[config.mk]
export PLATFORM = sky130hd
export DESIGN_NAME = servo_pwm_driver
export DESIGN_NICKNAME = d
export VERILOG_FILES = /design/src/rtl/servo_pwm_driver.sv
export SDC_FILE = /design/constraint.sdc
export NUM_CORES = 1
export LEC_CHECK = 0
export CELL_PAD_IN_SITES_DETAIL_PLACEMENT = 1
export CELL_PAD_IN_SITES_GLOBAL_PLACEMENT = 1
export CORE_UTILIZATION = 42
export DETAILED_ROUTE_END_ITERATION = 10
export GPL_TIMING_DRIVEN = 0
export PLACE_DENSITY = 0.82
export SKIP_LAST_GASP = 1
export SYNTH_ARGS = -nofsm -noshare
export SYNTH_HDL_FRONTEND = slang
export SYNTH_SLANG_ARGS = --single-unit
[constraint.sdc]
create_clock -name clk -period 5.46 [get_ports clk]
set_input_delay 1.092 -clock clk [delete_from_list [all_inputs] [get_ports clk]]
set_output_delay 1.092 -clock clk [all_outputs]
set_load 0.02 [all_outputs]
[src/rtl/servo_pwm_driver.sv]
// Dual 50 Hz wheel-servo pulse generator with per-frame slew limiting on the pulse widths.
// Define SERVO_WATCHDOG_EN to recentre the targets after WD_FRAMES frames without cmd_valid.
module servo_pwm_driver #(
  parameter int WIDTH_CMD = 4,
  parameter int PERIOD_US = 20000,
  parameter int CENTER_US = 1500,
  parameter int STEP_US   = 60,
  parameter int SLEW_US   = 40,
  parameter int MIN_US    = 1000,
  parameter int MAX_US    = 2000,
  parameter int WD_FRAMES = 25
) (
  input  logic                 clk,
  input  logic                 reset,
  input  logic                 enable,
  input  logic                 one_MHz_enable,
  input  logic [WIDTH_CMD-1:0] cmd_left,
  input  logic [WIDTH_CMD-1:0] cmd_right,
  input  logic                 cmd_valid,
  output logic                 pwm_left,
  output logic                 pwm_right,
  output logic                 frame_start,
  output logic [10:0]          width_left,
  output logic [10:0]          width_right
);

  localparam int unsigned CNT_W   = $clog2(PERIOD_US);
  localparam int unsigned WID_W   = 11;
  localparam int unsigned ARITH_W = 16;

  typedef logic signed [ARITH_W-1:0] arith_t;

  logic signed [WIDTH_CMD-1:0] cmd_l_q, cmd_l_d, cmd_r_q, cmd_r_d;
  logic [CNT_W-1:0]            us_count_q, us_count_d;
  logic [WID_W-1:0]            width_l_q, width_l_d, width_r_q, width_r_d;
  logic                        pwm_l_q, pwm_l_d, pwm_r_q, pwm_r_d;
  logic                        frame_start_q, frame_start_d;
  logic                        boundary_c;
  logic                        force_center_c;
  arith_t                      tgt_l_c, tgt_r_c;

  function automatic arith_t clamp_us(arith_t v);
    if (v < arith_t'(MIN_US)) return arith_t'(MIN_US);
    if (v > arith_t'(MAX_US)) return arith_t'(MAX_US);
    return v;
  endfunction

  // Move at most SLEW_US toward the target; snap when within reach.
  function automatic logic [WID_W-1:0] slew_us(logic [WID_W-1:0] w, arith_t t);
    arith_t cur;
    arith_t diff;
    cur  = arith_t'(w);
    diff = t - cur;
    if (diff > arith_t'(SLEW_US))  return WID_W'(cur + arith_t'(SLEW_US));
    if (diff < -arith_t'(SLEW_US)) return WID_W'(cur - arith_t'(SLEW_US));
    return WID_W'(t);
  endfunction

  assign boundary_c = one_MHz_enable && (us_count_q == CNT_W'(PERIOD_US - 1));

`ifdef SERVO_WATCHDOG_EN
  localparam int unsigned WD_W = $clog2(WD_FRAMES + 1);

  logic [WD_W-1:0] wd_q, wd_d;

  always_comb begin
    wd_d = wd_q;
    if (cmd_valid) begin
      wd_d = '0;
    end else if (boundary_c && (wd_q != WD_W'(WD_FRAMES))) begin
      wd_d = wd_q + WD_W'(1);
    end
  end

  always_ff @(posedge clk or posedge reset) begin
    if (reset) wd_q <= '0;
    else       wd_q <= wd_d;
  end

  assign force_center_c = (wd_q == WD_W'(WD_FRAMES));
`else
  logic unused_cmd_valid;
  localparam int unused_wd_frames = WD_FRAMES;
  assign unused_cmd_valid = cmd_valid;
  assign force_center_c   = 1'b0;
`endif

  // Right servo is mounted mirrored, so its command is subtracted.
  always_comb begin
    tgt_l_c = arith_t'(CENTER_US);
    tgt_r_c = arith_t'(CENTER_US);
    if (!force_center_c) begin
      tgt_l_c = clamp_us(arith_t'(CENTER_US) + arith_t'(cmd_l_q) * arith_t'(STEP_US));
      tgt_r_c = clamp_us(arith_t'(CENTER_US) - arith_t'(cmd_r_q) * arith_t'(STEP_US));
    end
  end

  always_comb begin
    cmd_l_d       = cmd_left;
    cmd_r_d       = cmd_right;
    us_count_d    = us_count_q;
    width_l_d     = width_l_q;
    width_r_d     = width_r_q;
    frame_start_d = boundary_c;
    pwm_l_d       = enable && (32'(us_count_q) < 32'(width_l_q));
    pwm_r_d       = enable && (32'(us_count_q) < 32'(width_r_q));
    if (one_MHz_enable) begin
      us_count_d = boundary_c ? '0 : us_count_q + CNT_W'(1);
    end
    if (!enable) begin
      width_l_d = WID_W'(CENTER_US);
      width_r_d = WID_W'(CENTER_US);
    end else if (boundary_c) begin
      width_l_d = slew_us(width_l_q, tgt_l_c);
      width_r_d = slew_us(width_r_q, tgt_r_c);
    end
  end

  always_ff @(posedge clk or posedge reset) begin
    if (reset) begin
      cmd_l_q       <= '0;
      cmd_r_q       <= '0;
      us_count_q    <= '0;
      width_l_q     <= WID_W'(CENTER_US);
      width_r_q     <= WID_W'(CENTER_US);
      pwm_l_q       <= 1'b0;
      pwm_r_q       <= 1'b0;
      frame_start_q <= 1'b0;
    end else begin
      cmd_l_q       <= cmd_l_d;
      cmd_r_q       <= cmd_r_d;
      us_count_q    <= us_count_d;
      width_l_q     <= width_l_d;
      width_r_q     <= width_r_d;
      pwm_l_q       <= pwm_l_d;
      pwm_r_q       <= pwm_r_d;
      frame_start_q <= frame_start_d;
    end
  end

  assign pwm_left    = pwm_l_q;
  assign pwm_right   = pwm_r_q;
  assign frame_start = frame_start_q;
  assign width_left  = width_l_q;
  assign width_right = width_r_q;

endmodule

==> impl_results.md <==
- Pleak: 3.41 nW
- H-tree level count: 2
- Later-pin clock latency in the skew report: 0.30 ns
- Commonest non-fill, non-tap cell in the layout: buf_4
- Worst r2r path cells: 26
- R2r startpoint: cmd_r_q[2]$_DFF_PP0_
- Synth warnings: 0
- Worst IR Drop VDD: 0.179 mV
- First-pass GRT wire length: 32900 µm
- Worst reg2reg setup slack: -1.02 ns
- CP peak stage delay: 0.71 ns
- DRT iter0 DRCs: 427
- DIE HEIGHT: 115 µm
- Cell mode on critical path: ha_4
- Hold Path Origin: us_count_q[0]$_DFFE_PP0P_
- Initial antenna violation count: 0
- Synth Cell Area: 5380 µm²
- Final max-slew violation count: 0
- Post-Place Setup Slack: -0.879 ns
- GRT Overall Usage: 0.319
- Vias: 6150
- Layout area overhead: 46.0%
- Final period util: 1.19
- Drc violations: 0
- Clk sinks: 44
- Post-synth EDFFs: 0
- Mapped Cells: 650
- Fin cells: 936
- Final Critical Period: 6.48 ns
- CP max stage cell: o21ai_0
- ANT nets after route: 0
- Vias in the first global route: 6318
- RSZ-0062 raised after global routing: true
- Peak Freq: 154 MHz
- Ys flop type: dfrtp_1
- Setup CP Type: reg2reg
- HPWL after DPL: 12800 µm
- Buf+Inv Stages, Crit Path: 5
- Worst Tran Pin Value: 0.899 ns
- Vias per inst: 6.57
- Clock transition at path regs: 0.07 ns
- Worst clock skew: 0.00665 ns
- Delay-heaviest family, CP: compound AO/OA/AOI/OAI gates
- Worst R2R End: width_right[5]$_DFFE_PP0P_
- Seq/Total Area, Yosys: 0.208
- Placed insts: 853
- Drt first pass iters: 6
- Asr flop ratio synth: 1.00
- Max transition margin: 0.394
- # rows: 40
- Hold Path Sink: us_count_q[0]$_DFFE_PP0P_
- CTS tree: done
- Width of the chip: 115 µm
- Max_cap viols: 0
- Hold Crit Depth: 1
- Diodes inserted: 0
- Pwr dens: 326 nW/µm²
- GPL Wtd Cong: 0.900
- Ports: 38
- Startpoint Class: flop
- IO Port Bufs: 31
- Largest net degree at the start of global routing: 41
- Cell variety after synth: 82
- Final setup viols: 18
- Critical Path RT: 5.65 ns
- Root Driver: clkbuf_16
- Syn Area/Cell: 8.27 µm²
- Crit-path max FO: 6
- Total CTS buffers: 5
- Share of cells above drive strength 1: 0.362
- Fin nets: 856
- CP Capture Type: flop
- Flop and latch count out of synthesis: 44
- Setup WS post-layout: -1.02 ns
- Routed WL per cell: 26.5 µm
- Clock Path Buffers: 2
- Overflow after GRT: 0
- Commonest cells after routing, fill and taps aside: 66 x buf_4, 47 x ha_1, 41 x inv_1
- CP arrival: 6.67 ns
- Failing checks: negative setup slack
- Post-Route WL: 24800 µm
- Final hold vios: 0
- Core area: 12300 µm²
- Initial Util: 0.438
- HP Class: reg2reg
- Outcome: finished with violations
- Die area: 13300 µm²
==> Yosys cell counts (4+ instances only) <==
master    number  area share
dfrtp_1       30        0.14
o21ai_0       29       0.027
nor2_1        40       0.028
nand4_1       12       0.014
nor3b_1        4      0.0056
a211o_1        4      0.0065
inv_1         52       0.036
xnor2_1       32       0.052
a221oi_1       7       0.011
clkbuf_1      11      0.0077
or3_1          6      0.0070
mux2i_1        5      0.0093
ha_1          72        0.17
nand2_1       37       0.026
and2_1         4      0.0047
nand3_1       22       0.020
and3_1         9       0.010
nand2b_1       5      0.0058
o31ai_1       10       0.014
o211ai_1       9       0.013
a211oi_1      11       0.015
nor2b_1       12       0.014
a31oi_1        4      0.0047
o221ai_1       5      0.0081
a21oi_1       39       0.036
o21a_1        20       0.028
fa_1           4       0.015
dfstp_2       14       0.068
or2_2          4      0.0047
a21o_1        17       0.024
o21bai_1       4      0.0056
buf_4          5      0.0070
buf_2          6      0.0056
xor2_1         8       0.013
o21ai_1        5      0.0047
nor3_1        20       0.019
nor4_1         5      0.0058
==> cell type report <==
cell class              count  area, µm²
multi-input cells         530       5010
fillers                  1353       4420
flip-flops and latches     44       1120
repair buffers            111        981
well taps                 168        210
inverters                  52        198
plain buffers              23        153
clock buffers               6        139
clock inverters             2       38.8
==> worst max-delay path by stage <==
stage / from / depth (start not counted) / end
2_1_floorplan: cmd_l_q[2]$_DFF_PP0_ / 26 / width_left[10]$_DFFE_PP1P_
3_3_place_gp: cmd_l_q[2]$_DFF_PP0_ / 26 / width_left[4]$_DFFE_PP1P_
3_5_place_dp: cmd_l_q[2]$_DFF_PP0_ / 25 / width_left[4]$_DFFE_PP1P_
4_1_cts: cmd_r_q[2]$_DFF_PP0_ / 24 / width_right[9]$_DFFE_PP0P_
5_1_grt: cmd_l_q[1]$_DFF_PP0_ / 25 / width_left[10]$_DFFE_PP1P_
6_report: cmd_r_q[2]$_DFF_PP0_ / 26 / width_right[5]$_DFFE_PP0P_
==> sequential cells by signal, indices dropped and copies added (netlist names) <==
| signal | flops |
|---|---|
| cmd_r_q | 4 |
| pwm_left | 1 |
| width_left | 9 |
| pwm_right | 1 |
| cmd_l_q | 4 |
| width_right | 9 |
| frame_start | 1 |
| us_count_q | 15 |
==> worst reg2reg max path, delay by kind of cell, from the launching register on <==
| kind | cells | cell delay (ns) |
|---|---|---|
| AND/OR/NAND/NOR | 4 | 0.79 |
| buffers and inverters | 5 | 0.51 |
| XOR/XNOR | 1 | 0.24 |
| AO/OA/AOI/OAI | 8 | 2.20 |
| adder cells (fa/ha/maj) | 7 | 2.09 |
| multiplexers | 1 | 0.12 |
| flip-flops | 1 | 0.39 |
==> metal layers <==
metal	vias up	GRT usage	share of wire
li1	2627	-	-
met1	3027	0.361	0.37
met2	344	0.592	0.51
met3	152	0.0343	0.053
met4	0	0.161	0.068
met5	-	0	0
==> kinds of logic (layout without fill, tap and decap cells) <==
group                    Yosys count  count (layout)  synth area share
AND/OR/NAND/NOR                  198             198             0.194
adder cells (fa/ha/maj)           76              76             0.182
other                              1               4          0.000698
AO/OA/AOI/OAI                    202             202             0.264
multiplexers                       9               9            0.0177
XOR/XNOR                          41              41            0.0682
flip-flops                        44              44             0.208
buffers and inverters             79             194            0.0652
==> stage by stage <==
| step | setup TNS, ns | power (mW) | util | cell area [µm²] | hold WS, ns |
|---|---|---|---|---|---|
| 2_1_floorplan | -1.52 | 1.19 | - | 5710 | 0.477 |
| 6_report | -15.82 | 2.55 | 0.640 | 7850 | 0.525 |
| 3_5_place_dp | -13.29 | 1.42 | 0.510 | 6250 | 0.524 |
| 4_1_cts | -7.26 | 2.15 | 0.598 | 7340 | 0.531 |
| 5_1_grt | -18.69 | 2.64 | 0.640 | 7850 | 0.568 |
| 3_3_place_gp | -9.27 | 1.37 | 0.508 | 6230 | 0.489 |
==> repair_timing <==
action | 4_1_cts | 5_1_grt
setup buffers | 48 | 28
gates resized for setup | 106 | 64
cloned | 2 | 1
hold buffers | 0 | 0
pin swaps | 54 | 38
setup endpoints to repair | 18 | 18
==> power breakdown <==
| part | switching (mW) | internal (mW) | total [mW] |
|---|---|---|---|
| Combinational | 0.968 | 0.817 | 1.79 |
| Clock | 0.147 | 0.230 | 0.377 |
| Sequential | 0.0444 | 0.348 | 0.392 |
Power figures use the tool's default switching activity.
